<file path="src/rtl/tinyriscv_pkg.sv">
// Shared core definitions used by the instruction-fetch unit.
package tinyriscv_pkg;

  localparam int IF_ADDR_W          = 32;
  localparam int IF_DATA_W          = 32;
  localparam int IF_DEPTH           = 4;
  localparam int IF_MAX_OUTSTANDING = 2;

  // addi x0, x0, 0 -- presented to decode whenever no instruction is valid
  localparam logic [31:0] INST_NOP = 32'h0000_0013;

  // One buffered fetch: the instruction together with the address it came from
  typedef struct packed {
    logic [IF_ADDR_W-1:0] addr;
    logic [IF_DATA_W-1:0] inst;
  } fetch_entry_t;

endpackage

</file>
<file path="src/rtl/sync_fifo.sv">
// Single-clock FIFO with synchronous reset, synchronous clear and occupancy count.
// Push and pop in the same cycle both take effect, including when full.
module sync_fifo #(
  parameter int WIDTH = 64,
  parameter int DEPTH = 4
) (
  input  logic                   clk,
  input  logic                   rst,
  input  logic                   clear,
  input  logic                   push,
  input  logic                   pop,
  input  logic [WIDTH-1:0]       wdata,
  output logic [WIDTH-1:0]       rdata,
  output logic                   full,
  output logic                   empty,
  output logic [$clog2(DEPTH):0] count
);

  localparam int PW = $clog2(DEPTH);
  localparam int CW = PW + 1;

  logic [WIDTH-1:0] mem [DEPTH];
  logic [PW-1:0]    wr_ptr;
  logic [PW-1:0]    rd_ptr;
  logic             do_push;
  logic             do_pop;

  assign full    = (count == CW'(DEPTH));
  assign empty   = (count == '0);
  assign do_pop  = pop && !empty;
  assign do_push = push && (!full || do_pop);
  assign rdata   = mem[rd_ptr];

  // Storage write port
  // NOTE: the data array has no reset; entries are only observed once count marks them valid.
  always_ff @(posedge clk) begin
    if (do_push && !clear) begin
      mem[wr_ptr] <= wdata;
    end
  end

  // Pointer and occupancy bookkeeping; DEPTH is a power of two so pointers wrap naturally
  // NOTE: state is updated with non-blocking assignments so every register samples pre-edge values.
  always_ff @(posedge clk) begin
    if (rst || clear) begin
      wr_ptr <= '0;
      rd_ptr <= '0;
      count  <= '0;
    end else begin
      if (do_push) wr_ptr <= wr_ptr + PW'(1);
      if (do_pop)  rd_ptr <= rd_ptr + PW'(1);
      case ({do_push, do_pop})
        2'b10:   count <= count + CW'(1);
        2'b01:   count <= count - CW'(1);
        default: count <= count;
      endcase
    end
  end

endmodule

</file>
<file path="src/rtl/if_prefetch.sv">
// Instruction prefetch unit: pipelined word fetches on a req/gnt/rvalid bus,
// a small buffer of (address, instruction) pairs and a valid/ready port to decode.
// Redirects flush the buffer and retire stale in-flight responses via a discard count.
module if_prefetch
  import tinyriscv_pkg::*;
#(
  parameter int                ADDR_W          = IF_ADDR_W,
  parameter int                DATA_W          = IF_DATA_W,
  parameter int                DEPTH           = IF_DEPTH,
  parameter int                MAX_OUTSTANDING = IF_MAX_OUTSTANDING,
  parameter logic [ADDR_W-1:0] RESET_ADDR      = '0
) (
  input  logic              clk,
  input  logic              rst,
  input  logic              jump_flag_i,
  input  logic [ADDR_W-1:0] jump_addr_i,
  input  logic              jtag_reset_flag_i,
  input  logic              halt_i,
  output logic              rib_pc_req_o,
  output logic [ADDR_W-1:0] rib_pc_addr_o,
  input  logic              rib_pc_gnt_i,
  input  logic              rib_pc_rvalid_i,
  input  logic [DATA_W-1:0] rib_pc_data_i,
  output logic              inst_valid_o,
  output logic [DATA_W-1:0] inst_o,
  output logic [ADDR_W-1:0] inst_addr_o,
  input  logic              inst_ready_i
);

  localparam int CW = $clog2(DEPTH) + 1;
  localparam int OW = $clog2(MAX_OUTSTANDING + 1);
  localparam int SW = CW + 1;
  localparam int EW = ADDR_W + DATA_W;

  logic [ADDR_W-1:0] fetch_pc;
  logic [ADDR_W-1:0] resp_pc;
  logic [OW-1:0]     outstanding;
  logic [OW-1:0]     outstanding_nxt;
  logic [OW-1:0]     discard;
  logic [OW-1:0]     live_outstanding;

  logic              flush;
  logic [ADDR_W-1:0] target;
  logic              credit_ok;
  logic              gnt_fire;
  logic              resp_push;
  logic              fifo_pop;
  logic [EW-1:0]     fifo_wdata;
  logic [EW-1:0]     fifo_rdata;
  logic              fifo_full;
  logic              fifo_empty;
  logic [CW-1:0]     fifo_count;
  logic [ADDR_W-1:0] head_addr;
  logic [DATA_W-1:0] head_inst;

  // Redirect target: JTAG restart outranks a jump; low two bits dropped to stay word aligned
  always_comb begin
    target      = jtag_reset_flag_i ? RESET_ADDR : jump_addr_i;
    target[1:0] = 2'b00;
  end

  assign flush            = jump_flag_i || jtag_reset_flag_i;
  assign live_outstanding = outstanding - discard;

  // A request is only issued if its response is guaranteed a FIFO slot, so pushes never meet a full buffer
  assign credit_ok = !fifo_full &&
                     ((SW'(fifo_count) + SW'(live_outstanding)) < SW'(DEPTH));

  assign rib_pc_req_o  = !rst && !halt_i && !flush &&
                         (outstanding < OW'(MAX_OUTSTANDING)) && credit_ok;
  assign rib_pc_addr_o = fetch_pc;
  assign gnt_fire      = rib_pc_req_o && rib_pc_gnt_i;

  // Responses while discard is non-zero belong to an abandoned path and are dropped
  assign resp_push = rib_pc_rvalid_i && (discard == '0) && !flush;

  // In-flight count after this cycle's grant and response
  always_comb begin
    outstanding_nxt = outstanding;
    case ({gnt_fire, rib_pc_rvalid_i})
      2'b10:   outstanding_nxt = outstanding + OW'(1);
      2'b01:   outstanding_nxt = outstanding - OW'(1);
      default: outstanding_nxt = outstanding;
    endcase
  end

  // Fetch/response address tracking, in-flight and discard counters
  always_ff @(posedge clk) begin
    if (rst) begin
      fetch_pc    <= RESET_ADDR;
      resp_pc     <= RESET_ADDR;
      outstanding <= '0;
      discard     <= '0;
    end else begin
      outstanding <= outstanding_nxt;
      if (flush) begin
        // Every request still in flight after this cycle was issued on the old path
        fetch_pc <= target;
        resp_pc  <= target;
        discard  <= outstanding_nxt;
      end else begin
        if (gnt_fire)  fetch_pc <= fetch_pc + ADDR_W'(4);
        if (resp_push) resp_pc  <= resp_pc + ADDR_W'(4);
        if (rib_pc_rvalid_i && (discard != '0)) discard <= discard - OW'(1);
      end
    end
  end

  // Entry layout matches fetch_entry_t: address in the upper field, instruction below
  assign fifo_wdata = {resp_pc, rib_pc_data_i};
  assign head_addr  = fifo_rdata[DATA_W +: ADDR_W];
  assign head_inst  = fifo_rdata[DATA_W-1:0];

  sync_fifo #(
    .WIDTH (EW),
    .DEPTH (DEPTH)
  ) u_fifo (
    .clk   (clk),
    .rst   (rst),
    .clear (flush),
    .push  (resp_push),
    .pop   (fifo_pop),
    .wdata (fifo_wdata),
    .rdata (fifo_rdata),
    .full  (fifo_full),
    .empty (fifo_empty),
    .count (fifo_count)
  );

  // Decode port: nothing is offered in a redirect cycle; an idle port shows a NOP at the next expected address
  assign inst_valid_o = !rst && !flush && !fifo_empty;
  assign inst_o       = inst_valid_o ? head_inst : DATA_W'(INST_NOP);
  assign inst_addr_o  = inst_valid_o ? head_addr : resp_pc;
  assign fifo_pop     = inst_valid_o && inst_ready_i;

endmodule

</file>
<file path="config.mk">
export PLATFORM = sky130hd
export DESIGN_NAME = if_prefetch
export DESIGN_NICKNAME = d
export VERILOG_FILES = /design/src/rtl/tinyriscv_pkg.sv /design/src/rtl/sync_fifo.sv /design/src/rtl/if_prefetch.sv
export SDC_FILE = /design/constraint.sdc
export NUM_CORES = 1
export LEC_CHECK = 0
export ABC_AREA = 1
export BUFFER_PORTS_ARGS = -buffer_cell sky130_fd_sc_hd__buf_2
export CAP_MARGIN = 20
export CORE_MARGIN = 2
export CORE_UTILIZATION = 35
export CTS_CLUSTER_DIAMETER = 120
export DETAILED_ROUTE_END_ITERATION = 7
export GPL_TIMING_DRIVEN = 0
export HOLD_SLACK_MARGIN = 0.15
export PLACE_DENSITY = 0.52
export SLEW_MARGIN = 20
export SYNTH_ARGS = -nofsm -noshare
export SYNTH_HDL_FRONTEND = slang
export SYNTH_HIERARCHICAL = 1
export SYNTH_SLANG_ARGS = --single-unit
</file>
<file path="constraint.sdc">
create_clock -name clk -period 6.3 [get_ports clk]
set_input_delay 0.63 -clock clk [delete_from_list [all_inputs] [get_ports clk]]
set_output_delay 0.63 -clock clk [all_outputs]
set_load 0.03 [all_outputs]
</file>
==> impl.org <==
** Global route
- Final global-route overflow total :: 0
- Largest net degree at the start of global routing :: 24
- The first global-routing pass estimated ~70 mm of wire.
- Across every metal layer, demand over resource in global routing totals between 20 and 25%.
- Antenna violations before repair :: 0
- Most Crowded Layer GR :: met2
- GRT met3 Usage :: under 10%
- Met2 GRT Util :: between 30% and 40%
- The number of global-route vias before repair came to 12300.
- For this run, global-route usage on met1 was measured as between 20% and 30%.

** Yosys
- Share of Yosys cell area claimed by the top area cell type :: roughly half
- Yosys instantiated no cell more often than nand2_1.
- By count the netlist is led by 322 x nand2_1, 274 x nor2_1, 256 x edfxtp_1.
- Leading register cell type out of synthesis :: edfxtp_1
- Post-Syn Area :: 15400 µm²
- Synth Area per Inst :: around 9 µm²
- Yosys printed 6 warnings.
- Sequential cells were found to cover between 50% and 60% of the synthesized design area.
- Top area cells in the synthesized netlist :: edfxtp_1 50%, dfxtp_1 9.5%, nand2_1 7.8%, nor2_1 6.7%, o21ai_0 5.6%
- Counting flops and latches in the post-synthesis netlist gives between 300 and 400.
- In this run, synthesis inferred about 260 flip-flops with an integrated enable.
- Of all cell types, the one taking the most synthesized area is edfxtp_1.
- Cell variety after synth :: 43
- In the synthesized netlist, the number of instances is between 1500 and 2000.
- In the synthesized netlist the async set-or-reset flop fraction comes to 0%.

** Timing
- Hold timing on the final database bottoms out at a slack of 292 ps.
- Final slew viol count :: 0
- Setup violations remaining at the end of the flow were counted as 0.
- RSZ-0062 raised after global routing :: false
- Measured against its own limit, the worst slew margin works out to between 40% and 50%.
- After layout, the minimum clock period comes to ~3700 ps.
- Of the available clock period, the critical path in the final layout requires between 50% and 60%.
- Actual slew at the worst max-slew pin :: ~800 ps
- Timing-limited maximum frequency :: around 270 MHz
- After layout, the worst setup slack is 2620 ps.
- Clock skew after layout :: 17.2 ps
- The number of endpoints with negative hold slack in the final report is 0.

** CTS
- For this design, the CTS-stage hold fixing added 0 buffers.
- The tree is rooted in a clkbuf_16.
- Number of buffers inserted during clock tree synthesis :: 38
- Clock tree from TritonCTS :: yes
- Latest clock arrival within the worst-skew pair :: approximately 550 ps
- After clock tree synthesis, the repair step resized 0 gates.
- The H-tree was split into 2 levels.
- Clock transition at path regs :: around 60 ps
- Maximum root-to-sink buffer count :: 3
- Clock tree synthesis found a total of about 330 sinks.
- Once the clock tree was built, the setup fixing pass inserted 0 buffers.

** Min path
- Hold EP :: u_fifo/mem[3][30]$_DFFE_PP_
- The worst hold path belongs to the class input port to register.
- Number of instances on the worst hold path :: 1
- The worst hold path begins at rib_pc_data_i[30].

** Die
- The die covers about 46000 µm².
- For this configuration, the core starts out at a cell density of a little over a third.
- After floorplanning, the core was divided into between 70 and 80 placement rows.
- Die boundary height :: about 210 µm
- 170 I/O pins were placed.
- The core region is about 43000 µm².
- The floorplan step set the die width to about 210 µm.

** Route
- In this run the remaining antenna-violating nets after routing total 0.
- Total wirelength of the detailed-routed design :: 46.2 mm
- DRC :: 0
- After detailed routing, the average wire length per cell comes to approximately 18 µm.
- DRC violation total after the first TritonRoute iteration :: between 700 and 800
- Number of vias per cell after detailed routing :: between 4 and 5
- Detailed routing inserted a total of around 12000 vias.
- DR pass1 iterations :: 5

** Setup path
- In this run the worst path has a maximum fanout of 22.
- Across all register-to-register paths, the minimum setup slack is approximately 2600 ps.
- The worst register-to-register path ends at u_fifo/mem[2][2]$_DFFE_PP_.
- Arrival time worst endpoint :: between 3000 and 4000 ps
- The worst setup path is of the register to register kind.
- The number of cells on the worst reg-to-reg path is 14.
- Kind of start point of the critical path :: register
- The worst setup path is captured at a register.
- The worst register-to-register path begins at u_fifo/count[1]$_SDFFE_PP0P_.
- Data required time of the worst path :: between 6000 and 7000 ps

** Place
- Worst-case setup slack after placement :: between 2000 and 2500 ps
- Port Buffer Count :: approximately 170
- Detailed-placement wirelength estimate :: 32.9 mm
- At the end of routability-driven placement, the weighted congestion stood at 0.902.

** Power
- Power consumption :: a little over 5 mW
- The clock network burns 46.0% of the power.
- Switching pwr :: between 1 and 1.5 mW
- For this design the ratio of total power to cell area is about 270 nW/µm².
- Switching part of the total power :: approximately 23%
- Combinational cell fraction of total power :: between 5 and 6%
- Worst vdd rail ir drop :: about 0.17 mV
- Sequential cells burn approximately 48% of the power.
- P_leak :: about 7.2 nW
- Internal Pwr Total :: 3.89 mW

** Cells and area
- Sequential cell area :: between 9000 and 10000 µm²
- The net count of the finished layout is roughly 2000.
- 0 antenna diodes ended up in the layout.
- For this run, the share of the core covered by cells in the final layout is between 40% and 50%.
- Filler cells :: 4291
- In the final layout, the share of cells above drive strength 1 is between 15 and 20%.
- Area of the multi-input gates :: ~5300 µm²
- Post-synthesis to final-layout area growth :: 21.2%

** Outcome
- Status :: finished clean

** Job
- Maximum capacitance violations :: 0
==> cells in the final DEF (no fill, tap or decap), types with 4 or more instances in the layout <==
master     synthesis  routed
a21boi_0           7       7
a21boi_1           4       4
a21oi_1           54      54
a31oi_1            6       6
buf_12             0       6
buf_16             0       7
buf_2             21     186
buf_4              9       9
buf_6             16      16
bufinv_16          0       5
clkbuf_1          31      35
clkbuf_16          0      39
clkbuf_8           0       7
clkinv_1           1       8
conb_1             1      10
dfxtp_1           73      73
edfxtp_1         256     256
ha_1              10      10
inv_1            140     140
inv_2              5       5
nand2_1          322     322
nand2_2           14      14
nand3_1           54      54
nand3_2            4       4
nand3b_1          10      10
nand4_1            4       4
nor2_1           274     270
nor2_2            15      15
nor2_4             5       9
nor3_1             5       5
o21ai_0          174     174
o21ai_1           60      60
o21bai_1           4       4
o22ai_1           64      64
xor2_1             8       8
==> state kept, by name (all words and copies together), names as in the netlist, named ones only <==
name,cells
u_fifo/count,3
discard,2
u_fifo/mem,256
u_fifo/wr_ptr,2
rib_pc_addr_o,30
outstanding,2
u_fifo/rd_ptr,2
resp_pc,30
==> cell families after synthesis <==
family | after synthesis | synth area share (%)
AOI/OAI and AO/OA | 374 | 13.0
other | 1 | 0.0243
adders and majority gates | 11 | 0.941
DFF | 329 | 59.3
xor gates and xnor gates | 10 | 0.568
buffers and inverters | 228 | 6.76
and+or+nand+nor | 718 | 19.4
==> critical path: stages (launching register included) <==
cell and delay [ps]:
dfxtp_1 390, nor2_2 70, nand2_2 90, inv_1 70, nor2_4 350, inv_2 180
clkbuf_1 410, nor2_1 360, inv_1 90, nand2_2 80, nand2_2 70, or2_4 300
nor2_4 460, buf_16 230, buf_12 190
==> worst max path at each step <==
stage / startpoint / endpoint / slack [ps] / cells past startpoint
6_report: u_fifo/count[1]$_SDFFE_PP0P_ / u_fifo/mem[2][2]$_DFFE_PP_ / 2620 / 14
5_1_grt: u_fifo/count[1]$_SDFFE_PP0P_ / u_fifo/mem[2][63]$_DFFE_PP_ / 2360 / 14
4_1_cts: u_fifo/count[1]$_SDFFE_PP0P_ / u_fifo/mem[2][4]$_DFFE_PP_ / 2590 / 14
3_5_place_dp: rst / u_fifo/mem[2][3]$_DFFE_PP_ / 2120 / 14
3_3_place_gp: rst / u_fifo/mem[3][6]$_DFFE_PP_ / -2140 / 12
2_1_floorplan: jtag_reset_flag_i / u_fifo/mem[0][0]$_DFFE_PP_ / 1200 / 11
==> routing by layer <==
metal | vias to the layer above | routed length (µm)
li1 | 6113 | -
met1 | 5869 | 19900
met2 | 371 | 22400
met3 | 59 | 2880
met4 | 0 | 1050
met5 | - | 0
==> through the flow <==
| step | area (µm²) | instances | TNS, ps |
|---|---|---|---|
| floorplan | 15500 | 1680 | 0 |
| global placement | 17000 | 2430 | -529340 |
| detailed placement | 17400 | 2443 | 0 |
| CTS | 18700 | 2513 | 0 |
| global route | 18700 | 2513 | 0 |
| finish | 18700 | 2513 | 0 |
==> final cells by class <==
| type | instances | area share (%) |
|---|---|---|
| repair buffers | 178 | 6.09 |
| well taps | 585 | 3.92 |
| clock buffers | 51 | 5.86 |
| flip-flops and latches | 329 | 49.0 |
| multi-input cells | 1123 | 28.3 |
| clock inverters | 19 | 1.28 |
| plain buffers | 81 | 2.61 |
| inverters | 147 | 2.97 |
==> power by group through the flow <==
stage | combinational, mW | clock, mW | sequential [mW]
6_report | 0.297 | 2.32 | 2.43
5_1_grt | 0.331 | 2.45 | 2.43
4_1_cts | 0.300 | 2.37 | 2.43
3_5_place_dp | 0.298 | 0 | 2.47
3_3_place_gp | 0.291 | 0 | 2.47
2_1_floorplan | 0.164 | 0 | 2.47
No activity file was read; power rests on OpenSTA's default activity.
